**src/rtl/ghash_seq.sv**
```systemverilog
// GHASH sequencing controller: pulls AAD/ciphertext blocks over a
// valid/ready stream, chains Y = (X ^ Y) * H on a digit-serial GF(2^128)
// multiplier, appends the {aad_len, txt_len} length block and returns S.

// One bit of the GF(2^128) right-shift multiply: conditional accumulate of V
// into Z, then V = V * x reduced by the GCM polynomial (bit-reflected form).
module ghash_bit_step (
  input  logic [127:0] z_i,
  input  logic [127:0] v_i,
  input  logic         x_bit,
  output logic [127:0] z_o,
  output logic [127:0] v_o
);
  localparam logic [127:0] R_POLY = {8'he1, 120'b0};

  assign z_o = x_bit ? (z_i ^ v_i) : z_i;
  assign v_o = (v_i >> 1) ^ (v_i[0] ? R_POLY : 128'b0);
endmodule

module ghash_seq #(
  parameter int DIGIT = 1
) (
  input  logic         clk,
  input  logic         rst_n,
  input  logic         start,
  input  logic [127:0] h_key,
  input  logic [63:0]  aad_len,
  input  logic [63:0]  txt_len,
  input  logic         in_valid,
  output logic         in_ready,
  input  logic [127:0] in_data,
  output logic         busy,
  output logic         done,
  output logic [127:0] ghash_out
);
  localparam int        N      = 128 / DIGIT;
  localparam logic [7:0] K_LAST = 8'(N - 1);

  typedef enum logic [2:0] {
    S_IDLE, S_LOAD, S_MUL, S_LEN, S_DONE
  } state_t;

  // Per-job parameters captured on an accepted start
  typedef struct packed {
    logic [127:0] h;
    logic [63:0]  aad_len;
    logic [63:0]  txt_len;
  } job_t;

  state_t       state, state_nxt;
  job_t         job_q;
  logic [127:0] y_q;        // running GHASH accumulator
  logic [127:0] x_q;        // multiplier operand, consumed MSB first
  logic [127:0] z_q;        // partial product
  logic [127:0] v_q;        // H * x^k
  logic [7:0]   k_q;        // digit index within the current multiply
  logic [60:0]  remain_q;   // data blocks still to accept
  logic         len_pass_q; // current/last multiply is the length block
  logic [127:0] ghash_q;

  // Block count of the incoming job; AAD/ciphertext boundary is irrelevant,
  // only the total number of 128-bit blocks matters.
  logic [57:0] n_aad, n_txt;
  logic [60:0] total;

  assign n_aad = 58'(aad_len[63:7]) + 58'(|aad_len[6:0]);
  assign n_txt = 58'(txt_len[63:7]) + 58'(|txt_len[6:0]);
  assign total = 61'(n_aad) + 61'(n_txt);

  // Digit datapath: DIGIT chained single-bit steps per cycle
  logic [DIGIT:0][127:0] zc, vc;
  logic [127:0]          x_shift;

  assign zc[0] = z_q;
  assign vc[0] = v_q;

  generate
    for (genvar i = 0; i < DIGIT; i++) begin : g_bit
      ghash_bit_step u_step (
        .z_i   (zc[i]),
        .v_i   (vc[i]),
        .x_bit (x_q[127-i]),
        .z_o   (zc[i+1]),
        .v_o   (vc[i+1])
      );
    end
    // Expose the next digit at the top of x_q for the following cycle
    if (DIGIT == 128) begin : g_xs_full
      assign x_shift = 128'b0;
    end else begin : g_xs_part
      assign x_shift = {x_q[127-DIGIT:0], {DIGIT{1'b0}}};
    end
  endgenerate

  logic mul_last;
  assign mul_last = (k_q == K_LAST);

  // State register
  always_ff @(posedge clk) begin
    if (!rst_n) state <= S_IDLE;
    else        state <= state_nxt;
  end

  // Next-state and status outputs
  always_comb begin
    state_nxt = state;
    in_ready  = 1'b0;
    busy      = 1'b1;
    done      = 1'b0;
    case (state)
      S_IDLE: begin
        busy = 1'b0;
        if (start) state_nxt = (total != 61'd0) ? S_LOAD : S_LEN;
      end
      S_LOAD: begin
        in_ready = 1'b1;
        if (in_valid) state_nxt = S_MUL;
      end
      S_MUL: begin
        if (mul_last) begin
          if (remain_q != 61'd0) state_nxt = S_LOAD;
          else if (len_pass_q)   state_nxt = S_DONE;
          else                   state_nxt = S_LEN;
        end
      end
      S_LEN:  state_nxt = S_MUL;
      S_DONE: begin
        done      = 1'b1;
        state_nxt = S_IDLE;
      end
      default: state_nxt = S_IDLE;
    endcase
  end

  // Datapath: job capture, operand load, digit-serial multiply, result
  always_ff @(posedge clk) begin
    if (!rst_n) begin
      job_q      <= '0;
      y_q        <= '0;
      x_q        <= '0;
      z_q        <= '0;
      v_q        <= '0;
      k_q        <= '0;
      remain_q   <= '0;
      len_pass_q <= 1'b0;
      ghash_q    <= '0;
    end else begin
      case (state)
        S_IDLE: begin
          if (start) begin
            job_q      <= '{h: h_key, aad_len: aad_len, txt_len: txt_len};
            y_q        <= '0;
            remain_q   <= total;
            len_pass_q <= 1'b0;
          end
        end
        S_LOAD: begin
          if (in_valid) begin
            x_q      <= in_data ^ y_q;
            remain_q <= remain_q - 61'd1;
            z_q      <= '0;
            v_q      <= job_q.h;
            k_q      <= '0;
          end
        end
        S_LEN: begin
          x_q        <= {job_q.aad_len, job_q.txt_len} ^ y_q;
          len_pass_q <= 1'b1;
          z_q        <= '0;
          v_q        <= job_q.h;
          k_q        <= '0;
        end
        S_MUL: begin
          z_q <= zc[DIGIT];
          v_q <= vc[DIGIT];
          x_q <= x_shift;
          k_q <= k_q + 8'd1;
          if (mul_last) begin
            y_q <= zc[DIGIT];
            // the length pass is always the final multiply of a job
            if (len_pass_q) ghash_q <= zc[DIGIT];
          end
        end
        default: ;
      endcase
    end
  end

  assign ghash_out = ghash_q;

endmodule

```
**config.mk**
```make
export PLATFORM = sky130hd
export DESIGN_NAME = ghash_seq
export DESIGN_NICKNAME = d
export VERILOG_FILES = /design/src/rtl/ghash_seq.sv
export SDC_FILE = /design/constraint.sdc
export NUM_CORES = 2
export LEC_CHECK = 0
export BUFFER_PORTS_ARGS = -buffer_cell sky130_fd_sc_hd__buf_2
export CORE_AREA = 2 2 304 306
export DETAILED_ROUTE_END_ITERATION = 6
export DIE_AREA = 0 0 306 308
export HOLD_SLACK_MARGIN = 0.05
export PLACE_DENSITY = 0.77
export SLEW_MARGIN = 10
export SYNTH_ARGS = -nofsm -noshare
export SYNTH_HDL_FRONTEND = slang
export SYNTH_SLANG_ARGS = --single-unit
```
**constraint.sdc**
```tcl
create_clock -name clk -period 4.4 [get_ports clk]
set_clock_uncertainty 0.2 [all_clocks]
set_input_delay 0.66 -clock clk [delete_from_list [all_inputs] [get_ports clk]]
set_output_delay 0.66 -clock clk [all_outputs]
set_load 0.01 [all_outputs]
```
# Word-level counts from Yosys, hierarchy flattened

Cells that the tools add are included.

Register bits: 969
Output and inout bits: 131

Add/sub/neg operators: 5
Equality and inequality tests: 8
Muxes and demuxes: 28
Bitwise logic cells: 4
Reductions and logical operators: 16

Operators with widths:

| operator              | number |
|---|---|
| $pmux 128 s3          | 3 |
| $mux 128              | 7 |
| $xor 128x128->128     | 3 |
| $pmux 128 s2          | 1 |
| $xor 127x128->128     | 1 |
| $mux 61               | 2 |
| $pmux 61 s2           | 1 |
| $reduce_bool 61->1    | 2 |
| $add 57x1->58         | 2 |
| $sub 61x1->61 const B | 1 |
| $add 58x58->59        | 1 |
| $pmux 8 s3            | 1 |
| $mux 3                | 5 |
| $reduce_or 7->1       | 2 |
| $pmux 3 s4            | 1 |
| $reduce_and 3->1      | 4 |
| $add 8x1->8 const B   | 1 |
| $eq 8x7->1 const B    | 1 |
| $mux 8                | 1 |
| $eq 3x2->1 const B    | 2 |
| $ne 2x2->1 const B    | 3 |
| $reduce_and 2->1      | 3 |
| $reduce_bool 2->1     | 3 |
| $mux 1                | 4 |
| other kinds (6)       | 6 |

# Depth between registers and ports, before layout

Word-level depth: 7
Depth in mapped cells: 16
Depth with buffers taken out: 16

# Cells and area by module

From an unflattened synthesis, not the netlist that was laid out.

Cell total of the unflattened synthesis: 5744
Area total of the unflattened synthesis: 48320.1 µm²

Modules (own cells, without submodules):

| module         | instances | cells an instance | area each (µm²) |
|---|---|---|---|
| ghash_seq      | 1         | 5346              | 45600.0 |
| ghash_bit_step | 1         | 398               | 2720.1 |

# Worst setup path after synthesis

OpenSTA, ideal clock, no wires.

Kind: in2reg
Start point: input txt_len[3]
End point: register state[1]
Setup time: 0.084 ns
Arrival: 4.432 ns
Required time: 4.116 ns
Slack: -0.316 ns
Stages: 16
Path buffers: 0
Cells stage by stage: nor4_1 > nand2_1 > fa_1 > ha_1 > fa_1 > a211oi_2 > o21a_2 > a2bb2oi_4 > a21oi_2 > o31a_1 > or3_4 > a2111oi_2 > nand4_1 > nor4_1 > nand4_1 > o31ai_2

Word-level cells in the longest chain between the ends: 7

RTL lines:

| element              | RTL line | source |
|---|---|---|
| from (decl)          | 28       | `input logic [63:0] txt_len,` |
| $reduce_or 7->1      | 67       | `assign n_txt = 58'(txt_len[63:7]) + 58'(\|txt_len[6:0]);` |
| $add 57x1->58        | 67       |  |
| $add 58x58->59       | 68       | `assign total = 61'(n_aad) + 61'(n_txt);` |
| $reduce_bool 61->1   | 113      | `if (start) state_nxt = (total != 61'd0) ? S_LOAD : S_LEN;` |
| $mux 2               | 113      |  |
| $mux 3               | 113      |  |
| $pmux 3 s4           | 110      | `case (state)` |
| to (signal assigned) | 101      | `else state <= state_nxt;` |
| to (decl)            | 50       | `state_t state, state_nxt;` |

Every way passes these cells. The select of a mux whose other input is x is not followed.
A chain may end at the register's enable or synchronous reset.

# Worst setup path after layout

Start point: input txt_len[6]
End point: register state[1]

Same word-level chain as after synthesis.

==> reports/qor.json <==
{
  "post_detailed_route_wirelength_per_cell_microns": 21.0,
  "yosys_warnings": 0,
  "fp.dieW_microns": 306,
  "setup.reg_to_reg.worst_slack_ps": 420,
  "grt_max_degree": 209,
  "area_delta_synth_final_pct": 23.4,
  "synth_top_cell_by_area": "sky130_fd_sc_hd__dfxtp_1",
  "floorplan.die_area_sq_um": 94200,
  "synth.top_cell.area_share_pct": 43.1,
  "syn_nets": 6256,
  "drv_slew": 0,
  "first_pass_grt_wire_length_mm": 244,
  "post_synth_xor_area_fraction_pct": 6.17,
  "antenna_found_initial": 51,
  "htreeDepth": 3,
  "preCtsSetupSlack_ps": -1410,
  "start_util_pct": 49.5,
  "outcome": "finished, violations left",
  "timing.final.hold_violations": 0,
  "type_of_the_most_critical_hold_path": "in -> reg",
  "drt_iter0_markers": 4868,
  "max_clock_freq_mhz": 209,
  "clock_insertion_delay_worst_skew_ps": 690,
  "synth.area.top_cells": "sky130_fd_sc_hd__dfxtp_1 43%, sky130_fd_sc_hd__nand2_1 11%, sky130_fd_sc_hd__nor2_1 7.6%",
  "ios": 519,
  "synth_ff_type": "sky130_fd_sc_hd__dfxtp_1",
  "nets_finish": 6911,
  "clkSlewWorstSetupHoldPaths_ps": 60,
  "via_per_inst": 5.81,
  "timing.critical_path.fanout_max": 4,
  "worst_path_max_delay_cell": "sky130_fd_sc_hd__fa_1",
  "cts_tree": "done",
  "vias": 44700,
  "synth.lib_cells_used.distinct": 81,
  "post-synth-top-count-cell": "sky130_fd_sc_hd__nand2_1",
  "synth-edff-count": 0,
  "detail-route-antenna-nets": 0,
  "post_synth_inst_count": 5751,
  "numCtsBuffers": 100,
  "power.ir.vdd_worst_v": 0.000337,
  "num_rows": 111,
  "cp_cell_sequence": "buf_8 -> nor4_4 -> buf_4 -> nand2_8 -> fa_1 -> ha_2 -> fa_2 -> a211oi_4 -> o21a_2 -> a2bb2oi_4 -> a21oi_4 -> o31a_1 -> or3_4 -> a2111oi_4 -> nand4_1 -> nor4_4 -> buf_4 -> nand4_1 -> o31ai_2",
  "relSlewSlack_pct": 4.26,
  "fin_area_sq_um": 55600,
  "yosys.area_share.adder_pct": 3.28,
  "cts_max_path_buffers": 3,
  "timing.final.crit_share_pct": 109,
  "commonest_cells_in_the_netlist": "1289 x sky130_fd_sc_hd__nand2_1, 969 x sky130_fd_sc_hd__dfxtp_1, 909 x sky130_fd_sc_hd__nor2_1",
  "crit_path_max_incr_delay_ps": 450,
  "finalSetupViolations": 3,
  "post_synth_instance_area_sq_um": 45000,
  "synth_simple_gate_area_share_pct": 22.5,
  "avgSynthCellArea_sq_um": 7.83,
  "routabilityCongestion": 0.983,
  "drc_errors": 0,
  "floorplan.die.height_microns": 308,
  "worst-slew-pin-transition_ps": 1440,
  "crit_arrival_ps": 5190,
  "worst_path_setup_slack_after_routing_ps": -386,
  "ys_seq_area_share_pct": 43.1,
  "drt_pre_antenna_iters": 6,
  "io_buffers": 518,
  "synth-compound-area-share_pct": 18.1,
  "clkSinkCount": 969,
  "fp.coreArea_sq_um": 91000,
  "multiplexer_share_of_the_synthesized_area_pct": 2.89,
  "violations": "setup timing",
  "max_cap_violations": 0,
  "worst-endpoint-required_ps": 4800,
  "final_period_minus_worst_setup_slack_ps": 4790,
  "detailed_place.area_sq_um": 50300,
  "setup_repair_after_global_routing_missed_its_margin": "true",
  "ys_async_sr_fraction_pct": 0,
  "drt-total-wl_mm": 162,
  "worstSetupStartpointType": "input port",
  "ys_ff_latch": 969,
  "grt_pass1_vias": 41900,
  "globalRoute.totalOverflow": 0,
  "cellLeakagePower_uw": 0.0225,
  "layout-drive-gt1-share_pct": 16.5,
  "power_per_cell_area_nw_per_um2": 414,
  "dominant_combinational_cell_family_by_area_after_synthesis": "simple AND/OR/NAND/NOR gates",
  "critPathCaptureType": "flip-flop",
  "critPathKind": "in -> reg",
  "clk_root_buffer_cell": "sky130_fd_sc_hd__clkbuf_16",
  "grt_overall_usage_pct": 33.1,
  "dp.final_hpwl_mm": 113
}
metrics by stage:
step                      TNS (ps)  instances  power [uW]  util [%]  hold slack, ps
after floorplan               -151       5751       12300         -             232
after global placement      -21830       7330       14000      55.3             241
after detailed placement    -22200       7330       14100      55.3             246
after CTS                     -405       7670       22900      60.8            50.3
after global routing          -985       7680       23900      61.0            62.0
final                         -423       7694       23000      61.1            79.2
registers in the layout, indices dropped and copies added (netlist names):
signal and cells:
job_q 256, ghash_out 128, v_q 128, x_q 128, y_q 128, z_q 128, remain_q 61, k_q 8
state 3, len_pass_q 1
logic make-up (layout without fill, tap and decap cells):
| group | Yosys count | in the layout |
|---|---|---|
| adders and majority gates | 117 | 117 |
| other | 0 | 22 |
| AOI/OAI and AO/OA | 1208 | 1208 |
| muxes | 130 | 130 |
| xor gates and xnor gates | 317 | 317 |
| buffers and inverters | 479 | 1214 |
| DFF | 969 | 969 |
| and+or+nand+nor | 2531 | 2531 |
cell type report:
class	instances	area (sq um)
Sequential cell	969	19400
Inverter	28	113
Clock buffer	137	2890
Fill cell	7767	35400
Clock inverter	45	528
Antenna cell	22	55.1
Timing Repair Buffer	1004	6980
Multi-Input combinational cell	4303	24100
Tap cell	1186	1480
power breakdown:
group	total [uW]	internal, uW	switching [uW]
sequential	9720	9310	412
clock	8820	5130	3690
combinational	4450	1770	2680
cells in the final DEF, fill, tap and decap left out, types with 10 or more instances in the layout:
| master | count |
|---|---|
| sky130_fd_sc_hd__a311oi_1 | 253 |
| sky130_fd_sc_hd__inv_1 | 26 |
| sky130_fd_sc_hd__mux2i_1 | 129 |
| sky130_fd_sc_hd__diode_2 | 22 |
| sky130_fd_sc_hd__ha_1 | 114 |
| sky130_fd_sc_hd__a21oi_1 | 419 |
| sky130_fd_sc_hd__o22ai_1 | 10 |
| sky130_fd_sc_hd__o21bai_1 | 14 |
| sky130_fd_sc_hd__nand2_1 | 1283 |
| sky130_fd_sc_hd__buf_4 | 298 |
| sky130_fd_sc_hd__nor2_1 | 905 |
| sky130_fd_sc_hd__clkbuf_16 | 104 |
| sky130_fd_sc_hd__nand4_1 | 38 |
| sky130_fd_sc_hd__xnor2_1 | 291 |
| sky130_fd_sc_hd__nor3_1 | 187 |
| sky130_fd_sc_hd__a22oi_1 | 271 |
| sky130_fd_sc_hd__clkbuf_8 | 16 |
| sky130_fd_sc_hd__dlygate4sd3_1 | 158 |
| sky130_fd_sc_hd__o21ai_0 | 103 |
| sky130_fd_sc_hd__clkbuf_1 | 17 |
| sky130_fd_sc_hd__or3_1 | 13 |
| sky130_fd_sc_hd__clkinv_2 | 22 |
| sky130_fd_sc_hd__dfxtp_1 | 968 |
| sky130_fd_sc_hd__nand3_1 | 17 |
| sky130_fd_sc_hd__o21ai_1 | 14 |
| sky130_fd_sc_hd__nor4_1 | 25 |
| sky130_fd_sc_hd__buf_12 | 25 |
| sky130_fd_sc_hd__xor2_1 | 24 |
| sky130_fd_sc_hd__a21o_1 | 28 |
| sky130_fd_sc_hd__buf_2 | 516 |
per-layer routing:
layer	global-route usage, %	up-vias	wire length (microns)
li1	-	21100	-
met1	43.1	21100	66400
met2	52.6	2063	72400
met3	7.22	378	15400
met4	14.8	46	7210
met5	0	-	310
final timing paths:
path                                              from                      to  cells after the start
worst max-delay path                        txt_len[6]   state[1]$_SDFFE_PN0P_                     19
worst min register to register  job_q[95]$_SDFFE_PN0P_  job_q[95]$_SDFFE_PN0P_                      2
worst min-delay path                        txt_len[4]   job_q[4]$_SDFFE_PN0P_                      3
worst max register to register     k_q[0]$_SDFFE_PN0P_   state[1]$_SDFFE_PN0P_                     13
worst max-delay path, delay by kind of cell:
| kind | cells | cell delay (ps) |
|---|---|---|
| buf+inv | 3 | 470 |
| fa+ha+maj | 3 | 1020 |
| simple gates | 6 | 1470 |
| compound gates | 7 | 1560 |
what timing repair did:
action,CTS,global route
hold buffers,158,0
pin swaps,7,17
buffers inserted,0,2
resized for setup,7,32
gates cloned,0,0
setup endpoints to repair,13,13
hold endpoints to repair,158,0
(Power assumes the default switching activity.)
